--- src/rtl/wb_pkg.sv ---
// wb_pkg: shared types and widths for the register-file write-back path.
//   wb_entry_t  - one completed result: destination register + value
//   REG_ADDR_W  - register address width (32 registers)
//   XLEN        - register data width
package wb_pkg;

    localparam int REG_ADDR_W = 5;
    localparam int XLEN       = 32;

    typedef struct packed {
        logic [REG_ADDR_W-1:0] rd;
        logic [XLEN-1:0]       data;
    } wb_entry_t;

endpackage

--- src/rtl/wb_fifo.sv ---
// wb_fifo: synchronous FIFO of wb_entry_t results, strict arrival order.
//   clk, rst     - clock, asynchronous active-high reset (empties the FIFO)
//   push_i       - write push_data_i at the tail (ignored when full)
//   push_data_i  - entry to enqueue
//   pop_i        - drop the head entry (ignored when empty)
//   full_o       - DEPTH entries held
//   empty_o      - no entries held
//   head_o       - oldest entry, valid only while !empty_o
module wb_fifo
    import wb_pkg::*;
#(
    parameter int DEPTH = 4
) (
    input  logic      clk,
    input  logic      rst,
    input  logic      push_i,
    input  wb_entry_t push_data_i,
    input  logic      pop_i,
    output logic      full_o,
    output logic      empty_o,
    output wb_entry_t head_o
);

    localparam int AW = $clog2(DEPTH);
    localparam logic [AW:0] FULL_CNT = (AW+1)'(DEPTH);

    wb_entry_t     mem_q [DEPTH];
    logic [AW-1:0] wr_ptr_q, wr_ptr_d;
    logic [AW-1:0] rd_ptr_q, rd_ptr_d;
    logic [AW:0]   count_q,  count_d;
    logic          do_push, do_pop;

    assign full_o  = (count_q == FULL_CNT);
    assign empty_o = (count_q == '0);
    assign head_o  = mem_q[rd_ptr_q];

    assign do_push = push_i && !full_o;
    assign do_pop  = pop_i && !empty_o;

    // DEPTH is a power of two, so the pointers wrap by natural overflow.
    always_comb begin
        wr_ptr_d = wr_ptr_q;
        rd_ptr_d = rd_ptr_q;
        count_d  = count_q;
        if (do_push) wr_ptr_d = wr_ptr_q + 1'b1;
        if (do_pop)  rd_ptr_d = rd_ptr_q + 1'b1;
        case ({do_push, do_pop})
            2'b10:   count_d = count_q + 1'b1;
            2'b01:   count_d = count_q - 1'b1;
            default: count_d = count_q;
        endcase
    end

    always_ff @(posedge clk or posedge rst) begin
        if (rst) begin
            wr_ptr_q <= '0;
            rd_ptr_q <= '0;
            count_q  <= '0;
        end else begin
            wr_ptr_q <= wr_ptr_d;
            rd_ptr_q <= rd_ptr_d;
            count_q  <= count_d;
        end
    end

    // Storage needs no reset: its contents are only visible through head_o
    // while the count says the slot is live.
    always_ff @(posedge clk) begin
        if (do_push) mem_q[wr_ptr_q] <= push_data_i;
    end

endmodule

--- src/rtl/reg_writeback.sv ---
// reg_writeback: write-side controller for the 32x32 integer register file.
// Buffers ALU and load results in a FIFO, drains one per cycle onto the
// single register-file write port, and keeps a per-register busy scoreboard
// so decode can stall on sources with uncommitted writes.
//   clk, rst                        - clock, async active-high reset
//   issue_valid, issue_rd           - decode issued a writer of issue_rd
//   alu_valid/alu_ready, alu_rd/data - ALU result handshake
//   mem_valid/mem_ready, mem_rd/data - load result handshake (priority)
//   wb_hold                         - write port unavailable this cycle
//   rf_en, rf_wa, rf_wd             - register file write port
//   chk_addr1, chk_addr2            - decode source registers
//   stall                           - a source register is busy
module reg_writeback
    import wb_pkg::*;
#(
    parameter int DEPTH = 4
) (
    input  logic                  clk,
    input  logic                  rst,
    input  logic                  issue_valid,
    input  logic [REG_ADDR_W-1:0] issue_rd,
    input  logic                  alu_valid,
    output logic                  alu_ready,
    input  logic [REG_ADDR_W-1:0] alu_rd,
    input  logic [XLEN-1:0]       alu_data,
    input  logic                  mem_valid,
    output logic                  mem_ready,
    input  logic [REG_ADDR_W-1:0] mem_rd,
    input  logic [XLEN-1:0]       mem_data,
    input  logic                  wb_hold,
    output logic                  rf_en,
    output logic [REG_ADDR_W-1:0] rf_wa,
    output logic [XLEN-1:0]       rf_wd,
    input  logic [REG_ADDR_W-1:0] chk_addr1,
    input  logic [REG_ADDR_W-1:0] chk_addr2,
    output logic                  stall
);

    logic      full, empty;
    logic      push, pop;
    logic      head_live;
    wb_entry_t push_data, head;
    logic [31:0] busy_q, busy_d;

    // Loads win; the ALU only gets the slot when no load is offered.
    assign mem_ready = !full;
    assign alu_ready = !full && !mem_valid;
    assign push      = (mem_valid && mem_ready) || (alu_valid && alu_ready);

    always_comb begin
        push_data = '{rd: alu_rd, data: alu_data};
        if (mem_valid) push_data = '{rd: mem_rd, data: mem_data};
    end

    // The head leaves whenever the port is free; x0 entries leave too but
    // never reach the register file.
    assign pop       = !empty && !wb_hold;
    assign head_live = !empty && (head.rd != '0);

    assign rf_en = head_live && !wb_hold;
    assign rf_wa = head_live ? head.rd   : '0;
    assign rf_wd = head_live ? head.data : '0;

    wb_fifo #(.DEPTH(DEPTH)) u_fifo (
        .clk         (clk),
        .rst         (rst),
        .push_i      (push),
        .push_data_i (push_data),
        .pop_i       (pop),
        .full_o      (full),
        .empty_o     (empty),
        .head_o      (head)
    );

    // Clear before set so a same-cycle reissue keeps the register busy.
    always_comb begin
        busy_d = busy_q;
        if (rf_en) busy_d[rf_wa] = 1'b0;
        if (issue_valid && issue_rd != '0) busy_d[issue_rd] = 1'b1;
        busy_d[0] = 1'b0;
    end

    always_ff @(posedge clk or posedge rst) begin
        if (rst) busy_q <= '0;
        else     busy_q <= busy_d;
    end

    assign stall = busy_q[chk_addr1] || busy_q[chk_addr2];

endmodule
--- config.mk ---
export PLATFORM = sky130hd
export DESIGN_NAME = reg_writeback
export DESIGN_NICKNAME = d
export VERILOG_FILES = /design/src/rtl/wb_pkg.sv /design/src/rtl/wb_fifo.sv /design/src/rtl/reg_writeback.sv
export SDC_FILE = /design/constraint.sdc
export NUM_CORES = 1
export LEC_CHECK = 0
export ABC_CLOCK_PERIOD_IN_PS = 2620
export BUFFER_PORTS_ARGS = -buffer_cell sky130_fd_sc_hd__buf_2
export CORE_MARGIN = 2
export CORE_UTILIZATION = 40
export CTS_CLUSTER_DIAMETER = 150
export DETAILED_ROUTE_END_ITERATION = 8
export PLACE_DENSITY = 0.65
export SKIP_CTS_REPAIR_TIMING = 1
export SLEW_MARGIN = 20
export SYNTH_ARGS = -nofsm -noshare
export SYNTH_HDL_FRONTEND = slang
export SYNTH_SLANG_ARGS = --single-unit
--- constraint.sdc ---
create_clock -name clk -period 2.62 [get_ports clk]
set_input_delay 0.262 -clock clk [delete_from_list [all_inputs] [get_ports clk]]
set_output_delay 0.262 -clock clk [all_outputs]
set_load 0.02 [all_outputs]
## After elaboration in Yosys (flattened, before gate mapping)

Memories as Yosys holds them, arrays and structs flattened.
Index checks and enable logic that the tools add are counted.

- Register bits: 38
- Latch bits: 0
- Bits in writable memories: 148
- Bits in read-only memories: 0
- Output and inout bits: 41
- Memories kept: 1

Memory list:

| name | depth | bits a word | rd ports | clocked after memory_dff | write ports | RTL line | text |
|---|---|---|---|---|---|---|---|
| u_fifo.mem_q | 4 | 37 | 1 | 0 | 1 | wb_fifo.sv:27 | `wb_entry_t mem_q [DEPTH];` |

- Add/sub/neg operators: 4
- Multiply operators: 0
- Divide/modulo/power cells: 0
- Magnitude comparators: 6
- Equal/unequal tests: 3
- Shift operators: 0
- Muxes and demuxes: 16
- Bitwise operators: 3
- Reductions and logical operators: 21

Operators by type and width:

| operator | number |
|---|---|
| $mux W32 | 3 |
| $mux W37 | 1 |
| $and A32 B32 Y32 | 1 |
| $not A32 Y32 | 1 |
| $or A32 B32 Y32 | 1 |
| $lt A5 B6 Y1 const B | 4 |
| $logic_and A1 B1 Y1 | 11 |
| $bmux W1 S5 | 2 |
| $demux W1 S5 | 2 |
| $ge A5 B1 Y1 const B | 2 |
| $reduce_bool A5 Y1 | 2 |
| $mux W1 | 6 |
| $pmux W3 S2 | 1 |
| $mux W5 | 1 |
| $add A2 B1 Y2 const B | 2 |
| $logic_not A1 Y1 | 4 |
| $add A3 B1 Y3 const B | 1 |
| $eq A3 B3 Y1 const B | 1 |
| $logic_not A3 Y1 | 1 |
| $sub A3 B1 Y3 const B | 1 |
| $eq A2 B1 Y1 const B | 1 |
| $eq A2 B2 Y1 const B | 1 |
| $logic_or A1 B1 Y1 | 2 |
| $reduce_bool A2 Y1 | 1 |

## Logic depth before layout (Yosys ltp)

Gate-level depths: netlist of run 1.

- Word-level depth: 13
- Gate-level depth with buffers: 10
- Gate-level depth less buffers: 10

## By module

From an unflattened synthesis of run 1, not the netlist that was laid out.

- Cells, all modules: 502
- Area, all modules: 8391.8 sq um

By module, submodules not included:

| module | instances | cells an instance | area each (sq um) | seq. area each (sq um) |
|---|---|---|---|---|
| wb_fifo | 1 | 231 | 5759.3 | 4619.4 |
| reg_writeback | 1 | 271 | 2632.5 | 775.7 |

## Worst setup path before layout of run 1

Ideal clock, no wire load.

- Path kind: register -> register
- Start point: register u_fifo.count_q[0]
- End point: memory u_fifo.mem_q[0][0] in the netlist's numbering, enable pin
- Library setup time: 0.398 ns
- Arrival: 1.824 ns
- Setup slack: 0.398 ns
- Cell stages (with the launch flop): 5
- Cells stage by stage: dfrtp_1 nor2_1 nand2_1 o21a_1 and2_1

- Word-level cells in the longest chain between the ends: 8
- Elaborated cells on any way between the ends: 9

Ends and longest elaborated chain:

| element | RTL line | text |
|---|---|---|
| start: declaration | wb_fifo.sv:30 | `logic [AW:0] count_q, count_d;` |
| start signal: assignment | wb_fifo.sv:62 | `count_q <= count_d;` |
| $eq A3 B3 Y1 * | wb_fifo.sv:33 | `assign full_o = (count_q == FULL_CNT);` |
| $logic_not A1 Y1 * | reg_writeback.sv:46 | `assign mem_ready = !full;` |
| via mem_ready | reg_writeback.sv:27 | `output logic mem_ready,` |
| $logic_and A1 B1 Y1 | reg_writeback.sv:47 | `assign alu_ready = !full && !mem_valid;` |
| $logic_and A1 B1 Y1 | reg_writeback.sv:48 | `assign push = (mem_valid && mem_ready) \|\| (alu_valid && alu_ready);` |
| $logic_or A1 B1 Y1 | reg_writeback.sv:48 |  |
| $logic_and A1 B1 Y1 * | wb_fifo.sv:37 | `assign do_push = push_i && !full_o;` |
| $mux W1 * | wb_fifo.sv:69 | `if (do_push) mem_q[wr_ptr_q] <= push_data_i;` |
| $mux W1 (implied by the code) * | wb_fifo.sv:69 |  |
| end: declaration | wb_fifo.sv:27 |  |

The timed path passes the listed nets; every way through them passes the cells marked *.

## Final worst setup path of run 1

- Start point: register u_fifo.rd_ptr_q[0]
- End point: output rf_wd[25]

- Word-level cells in the longest chain between the ends: 4

Ends and longest elaborated chain:

| element | RTL line | text |
|---|---|---|
| start: declaration | wb_fifo.sv:29 | `logic [AW-1:0] rd_ptr_q, rd_ptr_d;` |
| start signal: assignment | wb_fifo.sv:61 | `rd_ptr_q <= rd_ptr_d;` |
| $mem_v2 Z4 W37 * | n/a |  |
| $reduce_bool A5 Y1 | reg_writeback.sv:58 | `assign head_live = !empty && (head.rd != '0);` |
| $logic_and A1 B1 Y1 | reg_writeback.sv:58 |  |
| $mux W32 * | reg_writeback.sv:62 | `assign rf_wd = head_live ? head.data : '0;` |
| end: declaration | reg_writeback.sv:33 | `output logic [XLEN-1:0] rf_wd,` |

Mark *: on every way between the ends. The rest lies on a longest branch, timed or not.

==> results of run 1 <==
cells by family (layout without fill, tap and decap cells):
| family | count (synthesis) | count (layout) | synth area share (%) |
|---|---|---|---|
| buffers and inverters | 28 | 199 | 1.52 |
| DFF | 186 | 186 | 65.4 |
| muxes | 93 | 93 | 19.7 |
| and+or+nand+nor | 90 | 90 | 6.56 |
| xor gates and xnor gates | 6 | 6 | 0.638 |
| AOI/OAI and AO/OA | 78 | 78 | 5.11 |
| adders and majority gates | 6 | 6 | 1.00 |
final cells by class:
class / count / area share (%)
tap: 270 / 3.33
sequential: 186 / 53.2
multi-input combinational: 273 / 27.4
timing repair buffer: 158 / 9.75
clock buffer: 17 / 4.19
inverter: 9 / 0.333
clock inverter: 15 / 1.76
sequential cells by signal (all words and copies together) (netlist names):
register and flops:
u_fifo.rd_ptr_q 2, u_fifo.wr_ptr_q 2, u_fifo.mem_q 148, u_fifo.count_q 3
busy_q 31
per-stage QoR:
stage	hold slack, ps	setup TNS [ps]	util (%)	worst slack, ps	total power, W
4_1_cts	-49.4	-9550	49.1	-326	0.0121
2_1_floorplan	449	0	-	398	0.00788
3_5_place_dp	410	0	46.2	150	0.00958
5_1_grt	0.459	-3960	50.1	-142	0.0132
6_report	-57.9	-103	50.1	-15.1	0.0126
3_3_place_gp	401	0	46.2	176	0.00947
cells in the final DEF (no fill, tap or decap), types with 12 or more instances in the layout:
master,synthesis,layout
nor2b_1,40,34
dfrtp_1,38,36
o21ai_1,14,14
nand2_1,12,12
edfxtp_1,148,148
mux2_2,40,40
buf_4,0,22
o21ai_0,50,50
clkbuf_16,0,18
buf_2,10,122
mux4_2,49,51
worst max-delay path by stage:
stage	endpoint	slack [ps]	depth (start not counted)
after detailed placement	rf_wd[18]	150	7
after global placement	rf_wd[18]	180	7
after floorplan	u_fifo.mem_q[0][0]	400	4
after global routing	rf_wd[22]	-140	7
final	rf_wd[25]	-20	7
after CTS	rf_wd[18]	-330	7
routing by layer:
layer  up-vias  part of all wire [%]  global-route usage (%)
met5         -                 0.072                       0
met4         2                  0.80                    4.52
met3        17                   6.4                    3.61
met2       200                    51                    27.8
met1      2505                    42                    22.4
li1       2235                     -                       -
power groups by stage:
stage | clock network (W) | logic [W] | registers, W
after floorplan | 0 | 0.00332 | 0.00456
after global placement | 0 | 0.00479 | 0.00468
after detailed placement | 0 | 0.00481 | 0.00477
after CTS | 0.00259 | 0.00485 | 0.00470
after global routing | 0.00271 | 0.00572 | 0.00478
final | 0.00254 | 0.00532 | 0.00470
worst register-to-register path: stages, from the launching register on:
cell	delay, ps
dfrtp_2	470
buf_4	150
mux4_2	570
nand3b_1	430
o21ai_0	310
o21ai_0	130
==> results.md, run 1 <==
* DR iter-0 viols at 453
* Filler Cell Count at 1697
* Area of the multi-input gates at 2780 µm²
* Worst r2r dst: busy_q[25]
* Crit Path Class: reg2out
* Minimum clock period at 2640 ps
* Fraction of layout cells with a size suffix above 1 at 45.4%
* CTS tree: yes
* Die W at 148 µm
* Post-synth top area share at 53.9%
* Via count at 4959
* Placer Congestion at 0.851
* Final setup margin at -15.1 ps
* Largest net degree at the start of global routing at 39
* Tightest Pin Transition at 525 ps
* Max Root-Sink Buffers at 2
* Cell Rows at 52
* Worst-path cell chain: buf_4, mux4_2, nor2_1, a21o_4, buf_12, nor2b_1, buf_2
* Delay-heaviest family, CP: multiplexers
* EDFF count, synth at 148
* Peak supply drop at 0.554 mV
* Flop2flop setup slack at 420 ps
* Sequential share of the synthesized area at 65.4%
* Clock network power share at 20.3%
* Sw Pwr at 0.00451 W
* Final ANT Viol Nets at 0
* Combinational power share at 42.3%
* Top FF cell, synth: edfxtp_1
* CP arrival at 2370 ps
* Final Hold Viols at 38
* Initial antenna violation count at 1
* Crit path largest cell delay at 570 ps
* Clk_skew at 11.4 ps
* Core Box Area at 20200 µm²
* Wire length per cell at 19.5 µm
* Clock transition at path regs at 70 ps
* Final setup viols at 22
* Syn Nets at 588
* Crit path buf inv count at 3
* Status: finished with violations
* Yosys cell types at 43
* WHS at -57.9 ps
* Placed insts at 890
* Max Cap Violations at 0
* Internal power at 0.00805 W
* Rel. slew slack at 65.0%
* Top post-synthesis cells by count: 148 x edfxtp_1, 50 x o21ai_0, 49 x mux4_2, 40 x mux2_2, 40 x nor2b_1
* Pins Over Slew Limit at 0
* CP endpoint kind: primary output
* Mean area per synthesized cell at 16.9 µm²
* Diodes inserted at 0
* DR pass1 iterations at 5
* H-tree levels at 4
* Failing checks: hold timing, setup timing
* First-pass GRT wire length at 27700 µm
* Clk Latency, worst-skew pair at 420 ps
* CTS sink count at 186
* Placed inst area at 9340 µm²
* Root buf cell: clkbuf_16
* Area leader, netlist: edfxtp_1
* I/O pins at 136
* Vias per inst at 5.34
* Area growth syn-to-layout at 23.0%
* Routed wire length at 18100 µm
* FMAX at 0.379 GHz
* Total CTS buffers at 17
* DRC violations left at 0
* Tcrit/Tclk final at 101%
* Die height at 148 µm
* CP Max Fanout at 16
* Post-synth ARST share at 20.4%
* Design area at 10100 µm²
* Yosys warns at 0
* Die area at 21800 µm²
* Reg2reg start: u_fifo.rd_ptr_q[0]
* Synthesized flop and latch total at 186
* Hold crit path type: in2async
* Starting density of the core at 40.7%
* Sw Ratio at 35.9%
* Largest cells by area after synthesis: edfxtp_1 54%, mux4_2 13%, dfrtp_1 12%, mux2_2 5.5%, nor2b_1 3.0%
* Slowest CP cell: mux4_2
* Critical Path Source: u_fifo.rd_ptr_q[0]
* Count leader, synth: edfxtp_1
* Reported leakage power at 3.75 nW
* R2r worst-path depth at 5
* WP data required at 2360 ps
* Flop pwr share at 37.4%
* DPL Wire Length at 12400 µm
* RSZ-0062 raised after global routing: yes
* Pwr Density at 1240 nW/µm²
* Global router's overall resource usage at 16.7%
* Synth Cell Area at 8240 µm²
* Cells after Synth at 487
* Buffers on Ports at 135
* Fin nets at 746
* Startpoint Class: flop
* Vias in the first global route at 4987
* Fin cells at 928
* Total grt overflow at 0
* Register area at 5400 µm²
Note: power is estimated with default switching activity, not from simulation.
==> run 2, diff against run 1 <==
--- a/config.mk
+++ b/config.mk
@@ -5,13 +5,13 @@
 export SDC_FILE = /design/constraint.sdc
 export NUM_CORES = 1
 export LEC_CHECK = 0
-export ABC_CLOCK_PERIOD_IN_PS = 2620
+export ABC_CLOCK_PERIOD_IN_PS = 2400
 export BUFFER_PORTS_ARGS = -buffer_cell sky130_fd_sc_hd__buf_2
 export CORE_MARGIN = 2
 export CORE_UTILIZATION = 40
 export CTS_CLUSTER_DIAMETER = 150
 export DETAILED_ROUTE_END_ITERATION = 8
-export PLACE_DENSITY = 0.65
+export PLACE_DENSITY = 0.67
 export SKIP_CTS_REPAIR_TIMING = 1
 export SLEW_MARGIN = 20
 export SYNTH_ARGS = -nofsm -noshare
==> constraint.sdc (replaced) <==
create_clock -name clk -period 2.4 [get_ports clk]
set_input_delay 0.24 -clock clk [delete_from_list [all_inputs] [get_ports clk]]
set_output_delay 0.24 -clock clk [all_outputs]
set_load 0.02 [all_outputs]
==> results.md, run 2 (synthesized netlist as in run 1, its figures left out) <==
* Vias per inst at 5.34 (-0.16%)
* Most common cell after layout, fill and taps aside: edfxtp_1
* Fraction of layout cells with a size suffix above 1 at 45.4% (-0.055 points)
* Die area at 21800 µm² (unchanged)
* Clk_skew at 16.0 ps (+4.67 ps)
* RSZ-0062 raised after global routing: yes
* Final setup viols at 33 (+50%)
* Placer Congestion at 0.851 (about the same)
* CTS sink count at 186 (unchanged)
* Vias in the first global route at 5087 (+2.0%)
* WHS at 160 ps (+218 ps)
* DRC violations left at 0 (unchanged)
* Crit Path Class: reg2out
* Via count at 4967 (+0.16%)
* Wire length per cell at 19.6 µm (+0.64%)
* CP Max Fanout at 8 (-8)
* DR iter-0 viols at 323 (-29%)
* Minimum clock period at 2550 ps
* Final ANT Viol Nets at 0 (unchanged)
* Startpoint Class: flop
* Total grt overflow at 0 (unchanged)
* Tcrit/Tclk final at 106%
* H-tree levels at 4 (unchanged)
* Max Cap Violations at 0 (unchanged)
* Tightest Pin Transition at 499 ps (-25.4 ps)
* Max Root-Sink Buffers at 2 (unchanged)
* Status: finished with violations
* Total CTS buffers at 17 (unchanged)
* First-pass GRT wire length at 27800 µm (+0.32%)
* Area growth syn-to-layout at 23.0% (about the same)
* Core Box Area at 20200 µm² (unchanged)
* Peak supply drop at 0.758 mV (+37%)
* Cell Rows at 52 (unchanged)
* CP endpoint kind: primary output
* Clock transition at path regs at 70 ps (about the same)
* Die height at 148 µm (unchanged)
* Setup TNS at -4010 ps (-3910 ps)
* Pins Over Slew Limit at 0 (unchanged)
* Clk Latency, worst-skew pair at 440 ps (+20 ps)
* Buffers on Ports at 135 (unchanged)
* Placed insts at 888 (-0.22%)
* CTS tree: yes
* Fin cells at 931 (+0.32%)
* Final Hold Viols at 0 (-100%)
* Die W at 148 µm (unchanged)
* Pwr Density at 1350 nW/µm² (+9.1%)
* Top Registers: u_fifo.mem_q (148), busy_q (31), u_fifo.count_q (3)
* CP arrival at 2310 ps (-60 ps)
* I/O pins at 136 (unchanged)
* Starting density of the core at 40.7% (unchanged)
* Hold crit path type: in2reg
* Failing checks: setup timing
* Max FFs per register at 148 (unchanged)
* Rel. slew slack at 65.8% (+0.84 points)
* DPL Wire Length at 11800 µm (-4.6%)
* Initial antenna violation count at 0 (-1)
* WP data required at 2160 ps (-200 ps)
* FMAX at 0.392 GHz
* Commonest non-fill, non-tap cells in the layout: 148 x edfxtp_1, 119 x buf_2, 51 x mux4_2, 50 x o21ai_0, 39 x mux2_2
* Fin nets at 749 (+0.40%)
* Most flops, register: u_fifo.mem_q
* DR pass1 iterations at 5 (unchanged)
* Routed wire length at 18300 µm (+0.96%)
* Reported leakage power at 3.72 nW (-0.80%)
* Root buf cell: clkbuf_16
* Global router's overall resource usage at 16.8% (+0.10 points)
* Largest net degree at the start of global routing at 39 (unchanged)
* Diodes inserted at 0 (unchanged)
* Final setup margin at -151 ps (-136 ps)
[run 2: cell types whose count changed in the layout (fill, tap and decap cells not counted), sizes merged]
cell	previous run	this run
inv	17	11
dlygate4sd3	0	1
clkbuf	19	18
buf	156	159
bufinv	1	2
clkinvlp	1	6
[run 2: final cells by class]
cell class	instances	area, µm²
Timing Repair Buffer	161	1020
Tap cell	270	338
Fill cell	1713	10100
Multi-Input combinational cell	273	2780
Inverter	9	33.8
Sequential cell	186	5400
Clock buffer	17	425
Clock inverter	15	149
[run 2: stage by stage]
step           total power, W  utilization (%)  area [µm²]  worst slack [ps]
3_5_place_dp           0.0105             46.2        9350               157
5_1_grt                0.0145             50.1       10100              -263
3_3_place_gp           0.0103             46.2        9350               200
6_report               0.0137             50.1       10100              -151
4_1_cts                0.0133             49.0        9920              -325
2_1_floorplan         0.00860                -        8240               178
[run 2: metal layers]
metal / up-vias / global-route usage [%] / routed length [µm]
met3: 27 / 3.92 / 1200
met2: 214 / 28.0 / 9150
met5: - / 0 / 0
li1: 2245 / - / -
met1: 2481 / 22.1 / 7640
met4: 0 / 5.14 / 287
[run 2: report_power, final]
| group | internal [W] | leakage (nW) | total [W] | switching (W) |
|---|---|---|---|---|
| Sequential | 0.00466 | 1.83 | 0.00513 | 0.000470 |
| Combinational | 0.00265 | 1.63 | 0.00586 | 0.00321 |
| Clock | 0.00153 | 0.263 | 0.00271 | 0.00118 |
[run 2: critical path: stages, from the launching register on]
cell and delay [ps]:
dfrtp_2 460, buf_4 150, mux4_2 550, nor2_4 120
a21o_4 190, clkbuf_16 200, nor2b_1 50, buf_4 150
[run 2: final timing paths]
path	from	to	slack [ps]	depth (start not counted)
worst max-delay path	u_fifo.rd_ptr_q[0]	rf_wd[31]	-150	7
max in group asynchronous	rst	u_fifo.rd_ptr_q[1]	1560	4
worst min-delay path	alu_data[5]	u_fifo.mem_q[2][5]	160	2
min in group asynchronous	rst	busy_q[9]	460	4
worst max register to register	u_fifo.rd_ptr_q[0]	busy_q[28]	170	7
worst min register to register	busy_q[24]	busy_q[24]	540	2
==> run 3, diff against run 2 <==
--- a/config.mk
+++ b/config.mk
@@ -7,6 +7,7 @@
 export LEC_CHECK = 0
 export ABC_CLOCK_PERIOD_IN_PS = 2400
 export BUFFER_PORTS_ARGS = -buffer_cell sky130_fd_sc_hd__buf_2
+export CORE_ASPECT_RATIO = 1.25
 export CORE_MARGIN = 2
 export CORE_UTILIZATION = 40
 export CTS_CLUSTER_DIAMETER = 150
==> results.md, run 3 (synthesized netlist as in run 1, its figures left out) <==
* CP arrival at 2290 ps (-20 ps)
* First-pass GRT wire length at 28600 µm (+3.1%)
* Most flops, register: u_fifo.mem_q
* Tcrit/Tclk final at 105% (-0.99 points)
* Peak supply drop at 0.800 mV (+5.4%)
* Pwr Total at 0.0136 W (-0.73%)
* Max FFs per register at 148 (unchanged)
* Hold crit path type: in2reg
* Global router's overall resource usage at 17.4% (+0.60 points)
* Final ANT Viol Nets at 0 (unchanged)
* Area growth syn-to-layout at 22.3%
* Reg2reg start: u_fifo.rd_ptr_q[0]
* WP data required at 2160 ps (about the same)
* Buffers on Ports at 135 (unchanged)
* Root buf cell: clkbuf_16
* Die area at 21800 µm² (about the same)
* Top Registers: u_fifo.mem_q (148), busy_q (31), u_fifo.count_q (3)
* Fraction of layout cells with a size suffix above 1 at 45.0% (-0.42 points)
* Clk Latency, worst-skew pair at 430 ps (about the same)
* Routed wire length at 18600 µm (+1.8%)
* Placed inst area at 9320 µm² (-0.35%)
* Total grt overflow at 0 (unchanged)
* Via count at 5025 (+1.2%)
* Minimum clock period at 2530 ps (-23.8 ps)
* RSZ-0062 raised after global routing: yes
* Final setup viols at 32 (-3.0%)
* Rel. slew slack at 29.8% (-36 points)
* Critical Path Source: u_fifo.rd_ptr_q[0]
* Crit Path Class: reg2out
* Max Cap Violations at 0 (unchanged)
* H-tree levels at 4 (unchanged)
* Startpoint Class: flop
* Clock transition at path regs at 70 ps (about the same)
* Failing checks: setup timing
* Tightest Pin Transition at 1050 ps (+554 ps)
* CP Max Fanout at 8 (unchanged)
* Total CTS buffers at 17 (unchanged)
* Final Hold Viols at 0 (unchanged)
* Wire length per cell at 20.1 µm (+2.3%)
* DR iter-0 viols at 324 (+0.31%)
* Most common cell after layout, fill and taps aside: edfxtp_1
* Hold wc startpoint: alu_data[18]
* Pins Over Slew Limit at 0 (unchanged)
* Die W at 132 µm (-10%)
* Cell Rows at 58 (+12%)
* Die height at 165 µm (+11%)
* WHS at 162 ps (+1.79 ps)
* CP endpoint kind: primary output
* Vias per inst at 5.42 (+1.6%)
* Design area at 10100 µm² (-0.60%)
* Fin nets at 744 (-0.67%)
* Max Root-Sink Buffers at 2 (unchanged)
* Initial antenna violation count at 1 (+1)
* Largest net degree at the start of global routing at 39 (unchanged)
* Final setup margin at -127 ps (+23.8 ps)
* Clk_skew at 11.4 ps (-4.66 ps)
* Pwr Density at 1350 nW/µm² (-0.13%)
* Commonest non-fill, non-tap cells in the layout: 148 x edfxtp_1, 120 x buf_2, 51 x mux4_2, 50 x o21ai_0, 39 x mux2_2
* DPL Wire Length at 12200 µm (+3.5%)
* Core Box Area at 20200 µm² (-0.30%)
* Reported leakage power at 3.70 nW (-0.54%)
* Starting density of the core at 40.9% (+0.12 points)
* DRC violations left at 0 (unchanged)
* CTS tree: yes
* I/O pins at 136 (unchanged)
* Vias in the first global route at 5287 (+3.9%)
* Status: finished with violations
* FMAX at 0.396 GHz (+0.94%)
* Placer Congestion at 0.874 (+2.6%)
* CTS sink count at 186 (unchanged)
* DR pass1 iterations at 5 (unchanged)
[run 3: cell types whose count changed in the layout (fill, tap and decap cells not counted), sizes merged]
cell,delta
clkinv,-2
diode,+1
clkbuf,+2
buf,-6
bufinv,-1
inv,+5
clkinvlp,-3
[run 3: per-stage QoR]
step	util, %	setup WS [ps]	std cells	TNS, ps
after floorplan	-	178	487	0
after global placement	46.2	228	887	0
after detailed placement	46.2	166	887	0
after CTS	49.1	-307	919	-9460
after global routing	50.0	-211	926	-6110
final	50.0	-127	927	-3230
[run 3: layout make-up]
type,instances,area (µm²)
Antenna cell,1,2.50
Timing Repair Buffer,156,957
Fill cell,1812,10100
Multi-Input combinational cell,273,2770
Clock buffer,18,429
Tap cell,270,338
Sequential cell,186,5400
Inverter,9,33.8
Clock inverter,14,155
[run 3: final timing paths]
kind                       cells after the start  slack [ps]                  end
setup reg to reg                               7         210           busy_q[12]
min in group asynchronous                      4         480           busy_q[30]
hold / removal                                 2         160  u_fifo.mem_q[3][18]
hold reg to reg                                1         530    u_fifo.count_q[2]
setup / recovery                               6        -130            rf_wd[22]
max in group asynchronous                      4        1540   u_fifo.rd_ptr_q[0]
[run 3: routing by layer]
metal	track usage (%)	share of wire [%]	up-vias
met5	0	0	-
met4	5.03	0.79	0
met3	4.45	6.9	12
met2	30.2	52	226
met1	21.7	41	2555
li1	-	-	2232
[run 3: power breakdown]
group / total (W) / internal [W] / switching [W]
Combinational: 0.00575 / 0.00255 / 0.00319
Sequential: 0.00511 / 0.00468 / 0.000440
Clock: 0.00274 / 0.00148 / 0.00126
[run 3: critical path: stages (launching register included)]
cell and delay [ps]:
dfrtp_2 470, mux4_2 620, nor2_2 190, a21o_4 200, clkbuf_16 180, nor2b_1 50, buf_4 150
